`config.mk`:
```
export PLATFORM = sky130hd
export DESIGN_NAME = bus_arbiter_rr_flat
export DESIGN_NICKNAME = d
export VERILOG_FILES = /design/src/rtl/bus_arbiter_rr_if.sv /design/src/rtl/bus_arbiter_rr.sv /design/src/flat_wrapper.sv
export SDC_FILE = /design/constraint.sdc
export NUM_CORES = 1
export LEC_CHECK = 0
export CELL_PAD_IN_SITES_DETAIL_PLACEMENT = 0
export CELL_PAD_IN_SITES_GLOBAL_PLACEMENT = 1
export CORE_ASPECT_RATIO = 1.5
export CORE_UTILIZATION = 40
export DETAILED_ROUTE_END_ITERATION = 10
export GPL_TIMING_DRIVEN = 0
export PLACE_DENSITY = 0.89
export SETUP_SLACK_MARGIN = 0.1
export SLEW_MARGIN = 20
export SYNTH_ARGS = -nofsm -noshare
export SYNTH_HDL_FRONTEND = slang
export SYNTH_SLANG_ARGS = --single-unit
```
`constraint.sdc`:
```
create_clock -name clk -period 3.97 [get_ports clk]
set_input_delay 0.5955 -clock clk [delete_from_list [all_inputs] [get_ports clk]]
set_output_delay 0.5955 -clock clk [all_outputs]
set_load 0.02 [all_outputs]
```
`src/rtl/bus_arbiter_rr_if.sv`:
```
// bus_arbiter_rr_if: request/grant and slave response signals of the shared two-master bus
interface bus_arbiter_rr_if #(parameter int BURST_W = 4);
  logic busreq_1;
  logic busreq_2;
  logic [BURST_W-1:0] len_1;
  logic [BURST_W-1:0] len_2;
  logic ready;
  logic [1:0] response;
  logic [1:0] split_clr;
  logic grant_1;
  logic grant_2;
  logic owner;
  logic active;
  logic error;
  logic [1:0] split_mask;
  modport master (
    output busreq_1, busreq_2, len_1, len_2, ready, response, split_clr,
    input  grant_1, grant_2, owner, active, error, split_mask
  );
  modport slave (
    input  busreq_1, busreq_2, len_1, len_2, ready, response, split_clr,
    output grant_1, grant_2, owner, active, error, split_mask
  );
endinterface

```
`src/rtl/bus_arbiter_rr.sv`:
```
// bus_arbiter_rr: two-master round-robin bus arbiter with burst sequencing, split masking and ready timeout
module bus_arbiter_rr #(
  parameter int BURST_W = 4,
  parameter int TIMEOUT = 16
) (
  input logic clk,
  input logic rst,
  bus_arbiter_rr_if.slave bus
);
  localparam int TW = $clog2(TIMEOUT + 1);
  localparam logic [1:0] S_IDLE = 2'd0, S_ADDR = 2'd1, S_DATA = 2'd2;
  logic [1:0] state;
  logic [BURST_W-1:0] beat;
  logic [TW-1:0] tcnt;
  logic last;
  logic [1:0] elig;
  logic pick;
  logic done;
  logic exit_d;
  logic [1:0] set_m;
  always_comb begin
    elig = {bus.busreq_2, bus.busreq_1} & ~bus.split_mask;
    pick = (elig == 2'b11) ? ~last : elig[1];
    done = bus.ready ? (bus.response != 2'b00 || beat == '0) : (tcnt == TW'(TIMEOUT - 1));
    exit_d = (state == S_DATA) && done;
    set_m = (exit_d && bus.ready && bus.response == 2'b11) ? (bus.owner ? 2'b10 : 2'b01) : 2'b00;
  end
  always_ff @(posedge clk or negedge rst) begin
    if (!rst) begin
      state <= S_IDLE;
      beat <= '0;
      tcnt <= '0;
      last <= 1'b1;
      bus.grant_1 <= 1'b0;
      bus.grant_2 <= 1'b0;
      bus.owner <= 1'b0;
      bus.active <= 1'b0;
      bus.error <= 1'b0;
      bus.split_mask <= 2'b00;
    end else begin
      bus.error <= exit_d && (bus.ready ? bus.response == 2'b01 : 1'b1);
      // a SPLIT arriving with a clear of the same bit must keep the master parked
      bus.split_mask <= (bus.split_mask & ~bus.split_clr) | set_m;
      if (state == S_IDLE && elig != 2'b00) begin
        state <= S_ADDR;
        bus.grant_1 <= ~pick;
        bus.grant_2 <= pick;
        bus.owner <= pick;
        bus.active <= 1'b1;
      end else if (state == S_ADDR) begin
        state <= S_DATA;
        beat <= bus.owner ? bus.len_2 : bus.len_1;
        tcnt <= '0;
      end else if (exit_d) begin
        state <= S_IDLE;
        bus.grant_1 <= 1'b0;
        bus.grant_2 <= 1'b0;
        bus.active <= 1'b0;
        last <= bus.owner;
      end else if (state == S_DATA) begin
        tcnt <= bus.ready ? '0 : tcnt + 1'b1;
        beat <= bus.ready ? beat - 1'b1 : beat;
      end
    end
  end
endmodule
```
`src/flat_wrapper.sv`:
```
// flat-port wrapper written by rule: the top's interface ports become plain ports
module bus_arbiter_rr_flat 
#(
  parameter int BURST_W = 4,
  parameter int TIMEOUT = 16
)
  (clk, rst, bus_busreq_1, bus_busreq_2, bus_len_1, bus_len_2, bus_ready, bus_response, bus_split_clr, bus_grant_1, bus_grant_2, bus_owner, bus_active, bus_error, bus_split_mask);
  bus_arbiter_rr_if #(.BURST_W(BURST_W)) bus_i ();
  input logic clk;
  input logic rst;
  input wire logic [$bits(bus_i.busreq_1)-1:0] bus_busreq_1;
  input wire logic [$bits(bus_i.busreq_2)-1:0] bus_busreq_2;
  input wire logic [$bits(bus_i.len_1)-1:0] bus_len_1;
  input wire logic [$bits(bus_i.len_2)-1:0] bus_len_2;
  input wire logic [$bits(bus_i.ready)-1:0] bus_ready;
  input wire logic [$bits(bus_i.response)-1:0] bus_response;
  input wire logic [$bits(bus_i.split_clr)-1:0] bus_split_clr;
  output wire logic [$bits(bus_i.grant_1)-1:0] bus_grant_1;
  output wire logic [$bits(bus_i.grant_2)-1:0] bus_grant_2;
  output wire logic [$bits(bus_i.owner)-1:0] bus_owner;
  output wire logic [$bits(bus_i.active)-1:0] bus_active;
  output wire logic [$bits(bus_i.error)-1:0] bus_error;
  output wire logic [$bits(bus_i.split_mask)-1:0] bus_split_mask;
  assign bus_i.busreq_1 = bus_busreq_1;
  assign bus_i.busreq_2 = bus_busreq_2;
  assign bus_i.len_1 = bus_len_1;
  assign bus_i.len_2 = bus_len_2;
  assign bus_i.ready = bus_ready;
  assign bus_i.response = bus_response;
  assign bus_i.split_clr = bus_split_clr;
  assign bus_grant_1 = bus_i.grant_1;
  assign bus_grant_2 = bus_i.grant_2;
  assign bus_owner = bus_i.owner;
  assign bus_active = bus_i.active;
  assign bus_error = bus_i.error;
  assign bus_split_mask = bus_i.split_mask;
  bus_arbiter_rr #(.BURST_W(BURST_W), .TIMEOUT(TIMEOUT)) u_core (.clk(clk), .rst(rst), .bus(bus_i));
endmodule
```
==> out/qor.yml, run 1 <==
routing:
  route.detailed.drc: 0
  drtAntennaViolNets: 0
  dr_total_vias: 997
  drt_first_pass_iters: 4
  routedWlPerCell_um: 14.5
  viasPerCell: 5.45
  wl_um: 2650
  drt-initial-drc-count: 34
finish:
  final_common_cell: "clkdlybuf4s50_1"
  antennaDiodeCount: 0
  final_cell_mix: "23 x clkdlybuf4s50_1, 18 x dfrtp_1, 12 x inv_1"
  syn2layout_area_growth_pct: 27.9
  drive_above_1_share: 0.103
  fill_cells: 278
  finalNetCount: 170
  final_core_util: 0.544
  design_area_sq_um: 1470
critical_path:
  worst_ep_required_time_ns: 4.12
  cpMaxStageDelayCell: "nor3_2"
  r2r_slack_ns: 1.68
  cp_max_fo: 6
  cp.arrival_ns: 2.44
  cpMostUsedCell: "ha_1"
  path_class: "register to register"
  r2r_cells: 7
  cp_cell_sequence: "ha_1 -> and3_1 -> ha_1 -> o21ai_1 -> a211oi_4 -> nor3_2 -> mux2_4"
  start_kind: "register"
  max_stage_delay_ns: 0.43
  critPathCaptureType: "register"
  r2r-end: "u_core.tcnt[4]$_DFFE_PN0P_"
  r2r-start: "u_core.tcnt[0]$_DFFE_PN0P_"
global_route:
  met2_usage: 0.370
  use_met1: 0.215
  antenna_found_initial: 0
  grt_pass1_wl_um: 4510
  grt_max_degree: 20
  grt_overflow_total: 0
  first_global_vias: 1058
  use_met3: 0.0294
  grt.busiest_layer: "met2"
  grt_usage: 0.200
cts:
  htreeDepth: 1
  clk_latency_ns: 0.26
  cts_max_path_buffers: 2
  clockRootBuffer: "clkbuf_8"
  postCtsSetupBuffers: 0
  numCtsBuffers: 3
  cts.sinks: 19
  cts_tree: "yes"
  post_cts_resize_count: 0
  path_clk_slew_ns: 0.07
  cts_hold_buf: 0
placed_design:
  io_buffers: 23
  gp_congestion: 0.775
  place_hpwl_um: 2030
  placed_area_sq_um: 1430
run_status:
  status: "finished, final reports clean"
timing:
  rsz0062_at_grt: "no"
  hold_viol_final: 0
  slew_headroom: 0.409
  min_period_ns: 2.29
  finalSetupViolations: 0
  finalSetupTns_ns: 0
  final_max_slew_viol_count: 0
  tightest_slew_ns: 0.884
  clock.fmax_mhz: 437
  finalCritPeriodShare: 0.577
  clock_skew_ns: 0.00285
yosys:
  netlist_area_sq_um: 1150
  ys_seq_area_frac: 0.414
  yosysWarnings: 0
  synthDistinctLibCells: 40
  netlist_instances: 119
  synth_fp_nets: 142
  synth-seq-cells: 19
  syn_avg_cell_area_sq_um: 9.67
power_and_ir_drop:
  max-vdd-ir-drop_mv: 0.160
  cellPowerDensity_nw_per_um2: 247
  power_leakage_nw: 0.619
hold_path:
  hp-class: "register to register"
  holdPathEnd: "u_core.bus.active$_DFFE_PN0P_"
  min-delay-start: "u_core.bus.active$_DFFE_PN0P_"
  hold_depth: 2
floorplan:
  die_x_um: 45.8
  rows: 23
  start_util: 0.426
  die_h_um: 67.7
  io_pins: 24
  core_sq_um: 2710
  die_area_sq_um: 3100
job:
  drv_cap: 0
[worst max-delay path by stage]
stage	start	endpoint	slack, ns
final	u_core.tcnt[0]$_DFFE_PN0P_	u_core.tcnt[4]$_DFFE_PN0P_	1.68
after global routing	u_core.tcnt[0]$_DFFE_PN0P_	u_core.tcnt[4]$_DFFE_PN0P_	1.52
after CTS	u_core.tcnt[0]$_DFFE_PN0P_	u_core.tcnt[4]$_DFFE_PN0P_	1.68
after detailed placement	bus_ready	u_core.tcnt[4]$_DFFE_PN0P_	1.55
after global placement	bus_ready	u_core.tcnt[4]$_DFFE_PN0P_	1.53
after floorplan	u_core.tcnt[0]$_DFFE_PN0P_	u_core.tcnt[4]$_DFFE_PN0P_	1.90
[sequential cells by signal, summed over array words and instances, names as in the netlist]
signal	cells
u_core.tcnt	5
u_core.beat	4
u_core.bus.split_mask	2
u_core.state	2
u_core.bus.active	1
u_core.bus.error	1
u_core.bus.grant_1	1
u_core.bus.grant_2	1
u_core.bus.owner	1
u_core.last	1
[final cells by class]
type                       count  area (sq um)  share of cell area
buffer                         8          32.5              0.0221
clock buffer                   4          45.0              0.0306
inverter                      12          45.0              0.0306
multi-input combinational     80           597               0.405
sequential                    19           477               0.324
tap                           37          46.3              0.0314
timing repair buffer          23           230               0.156
[logic make-up (layout without fill, tap and decap cells)]
family,Yosys count,after routing,share of synthesized area
multiplexers,7,7,0.0674
adder cells (fa/ha/maj),6,6,0.0652
flip-flops,19,19,0.414
AND/OR/NAND/NOR,35,35,0.173
buffers and inverters,20,47,0.0674
AO/OA/AOI/OAI,32,32,0.213
[Yosys cell counts (all sizes together)]
library cell,instances,share of area
a211oi,1,0.017
o31ai,4,0.030
o21a,2,0.013
o2111ai,2,0.015
mux2,3,0.033
nand3,3,0.013
inv,12,0.039
nand2,6,0.020
nor3,4,0.022
clkbuf,6,0.020
dfrtp,18,0.39
o22ai,2,0.011
nor4,1,0.0054
and3,1,0.0054
or3b,1,0.0098
o21ai,8,0.035
ha,6,0.065
a21boi,1,0.0065
nand2b,3,0.016
o2bb2ai,1,0.0076
nor2b,2,0.011
a21oi,4,0.017
nor4b,1,0.0076
nand4,6,0.033
nor2,6,0.020
buf,2,0.0087
o32ai,1,0.0076
mux2i,4,0.035
nor3b,1,0.011
a211o,1,0.0076
o211ai,1,0.0065
dfstp,1,0.023
o41ai,1,0.0076
a41oi,1,0.014
a2bb2oi,1,0.0076
a32o,1,0.0087
[power by group]
part	leakage, nW	switching [mW]	internal, mW	total (mW)
sequential	0.228	0.000314	0.194	0.194
combinational	0.368	0.0127	0.0188	0.0314
clock	0.0228	0.0661	0.0715	0.138
total	0.619	0.0791	0.284	0.363
[layer usage]
layer	vias to the layer above	share of wire	wire length, um
li1	487	-	-
met1	477	0.41	1090
met2	27	0.53	1420
met3	6	0.036	96
met4	0	0.019	51
met5	-	0	0
[worst max-delay path, delay by kind of cell, from the launching register on]
family / cells / cell delay [ns]
multiplexers: 1 / 0.34
flip-flops: 1 / 0.41
AO/OA/AOI/OAI: 2 / 0.40
AND/OR/NAND/NOR: 2 / 0.62
adder cells (fa/ha/maj): 2 / 0.41
[per-stage QoR]
step                      hold slack, ns  std cells  power (mW)  worst slack (ns)
after floorplan                    0.300        119       0.207              1.90
after global placement             0.480        179       0.229              1.53
after detailed placement           0.496        179       0.230              1.55
after CTS                          0.512        183       0.365              1.68
after global routing               0.552        183       0.379              1.52
final                              0.500        183       0.363              1.68
No activity file was read; power rests on OpenSTA's default activity.
==> run 2: changes to the inputs <==
CORE_UTILIZATION = 34   (was 40)
PLACE_DENSITY = 0.81   (was 0.89)
clock period = 2.1 ns   (was 3.97 ns; I/O delays follow)
==> run 2 against run 1 <==
Effect of this change: worst hold slack lost 0.0016 ns; critical endpoint is now u_core.tcnt[3]$_DFFE_PN0P_; setup slack lost 1.6 ns; sequential share of layout area shrank 1.2 points; flip-flop and latch count is the same.
==> out/qor.yml, run 2 (same netlist as run 1, synthesis figures left out) <==
run_status:
  status: "finished, final reports clean"
timing:
  final_max_slew_viol_count: 0
  finalSetupTns_ns: 0
  clock.fmax_mhz: 501
  min_period_ns: 2.00
  slew_headroom: 0.404
  hold_viol_final: 0
  hold-worst-slack_ns: 0.498
  rsz0062_at_grt: "yes"
  tightest_slew_ns: 0.891
  finalSetupViolations: 0
  finalCritPeriodShare: 0.950
  clock_skew_ns: 0.00119
routing:
  drt-initial-drc-count: 43
  wl_um: 2710
  dr_total_vias: 1022
  route.detailed.drc: 0
  viasPerCell: 5.41
  drt_first_pass_iters: 4
  routedWlPerCell_um: 14.3
  drtAntennaViolNets: 0
hold_path:
  hp-class: "register to register"
  holdPathEnd: "u_core.bus.active$_DFFE_PN0P_"
  hold_depth: 2
  min-delay-start: "u_core.bus.active$_DFFE_PN0P_"
cts:
  path_clk_slew_ns: 0.08
  cts_tree: "yes"
  cts_hold_buf: 0
  cts_max_path_buffers: 2
  cts.sinks: 19
  clockRootBuffer: "clkbuf_8"
  htreeDepth: 1
  clk_latency_ns: 0.26
  numCtsBuffers: 3
finish:
  final_cell_mix: "23 x clkdlybuf4s50_1, 18 x dfrtp_1, 10 x inv_1"
  final_cells: 189
  reg.largest.list: "u_core.tcnt x5, u_core.beat x4"
  fill_cells: 328
  drive_above_1_share: 0.154
  syn2layout_area_growth_pct: 32.8
  finalNetCount: 173
  multi_input_area_sq_um: 617
  final_common_cell: "clkdlybuf4s50_1"
  antennaDiodeCount: 0
  final_core_util: 0.479
  top_register: "u_core.tcnt"
  seq_area_sq_um: 477
  largest_register_ffs: 5
job:
  drv_cap: 0
power_and_ir_drop:
  power_leakage_nw: 0.640
  finalPower_mw: 0.693
  cellPowerDensity_nw_per_um2: 453
  max-vdd-ir-drop_mv: 0.277
critical_path:
  cp_cell_sequence: "inv_2 -> ha_2 -> or3b_4 -> a211oi_4 -> nor3_4 -> buf_4 -> a32o_1"
  critPathCaptureType: "register"
  cp.arrival_ns: 2.14
  worst-path-buf-inv: 2
  r2r_slack_ns: 0.10
  cp_max_fo: 4
  critPathTopFamily: "compound AO/OA/AOI/OAI gates"
  r2r_cells: 7
  cpMaxStageDelayCell: "dfrtp_1"
  path_class: "register to register"
  r2r-end: "u_core.tcnt[3]$_DFFE_PN0P_"
  start_kind: "register"
  max_stage_delay_ns: 0.43
  r2r-start: "u_core.beat[0]$_DFFE_PN0P_"
  worst_ep_required_time_ns: 2.25
floorplan:
  start_util: 0.361
  die_x_um: 49.5
  die_h_um: 73.3
  core_sq_um: 3190
  rows: 25
  io_pins: 24
  die_area_sq_um: 3630
placed_design:
  gp_congestion: 0.830
  place_hpwl_um: 2030
  io_buffers: 23
  place_inst: 182
global_route:
  grt_overflow_total: 0
  grt_pass1_wl_um: 4390
  first_global_vias: 1007
  grt_usage: 0.158
  antenna_found_initial: 0
  grt_max_degree: 20
[run 2: routing by layer]
metal	track usage	vias to the layer above	part of all wire
met5	0	-	0
met4	0.0667	0	0.017
met3	0.0186	5	0.025
met2	0.289	24	0.51
met1	0.185	499	0.45
li1	-	494	-
[run 2: power by group]
group	leakage, nW	switching, mW	internal [mW]
logic	0.389	0.0244	0.0355
clock network	0.0228	0.131	0.135
registers	0.228	0.000557	0.367
[run 2: worst max-delay path by stage]
stage | slack (ns) | depth (start not counted) | from | endpoint
detailed placement | -0.12 | 7 | u_core.tcnt[0]$_DFFE_PN0P_ | u_core.tcnt[4]$_DFFE_PN0P_
floorplan | 0.11 | 7 | u_core.tcnt[0]$_DFFE_PN0P_ | u_core.tcnt[4]$_DFFE_PN0P_
CTS | 0.12 | 7 | u_core.beat[0]$_DFFE_PN0P_ | u_core.tcnt[3]$_DFFE_PN0P_
finish | 0.10 | 7 | u_core.beat[0]$_DFFE_PN0P_ | u_core.tcnt[3]$_DFFE_PN0P_
global route | 0.03 | 7 | u_core.beat[0]$_DFFE_PN0P_ | u_core.tcnt[3]$_DFFE_PN0P_
global placement | -0.13 | 7 | u_core.tcnt[0]$_DFFE_PN0P_ | u_core.tcnt[4]$_DFFE_PN0P_
[run 2: area by class of cell]
class                           instances  area share
Sequential cell                        19       0.312
Buffer                                  7      0.0229
Inverter                               12      0.0295
Tap cell                               40      0.0327
Timing Repair Buffer                   27       0.170
Multi-Input combinational cell         80       0.403
Clock buffer                            4      0.0295
[run 2: stage by stage]
stage / setup WS (ns) / area [sq um]
floorplan: 0.105 / 1150
global placement: -0.131 / 1440
detailed placement: -0.122 / 1440
CTS: 0.121 / 1510
global route: 0.0330 / 1530
finish: 0.105 / 1530
[run 2: worst reg2reg max path, cell delays in order, from the launching register on]
cell and delay (ns):
dfrtp_1 0.43, inv_2 0.08, ha_2 0.18, or3b_4 0.41, a211oi_4 0.36, nor3_4 0.07
buf_4 0.15, a32o_1 0.21
[run 2: what timing repair did]
action | CTS | global route
pin swaps | 1 | 2
buffers inserted | 2 | 2
resized for setup | 3 | 5
setup endpoints to repair | 8 | 7
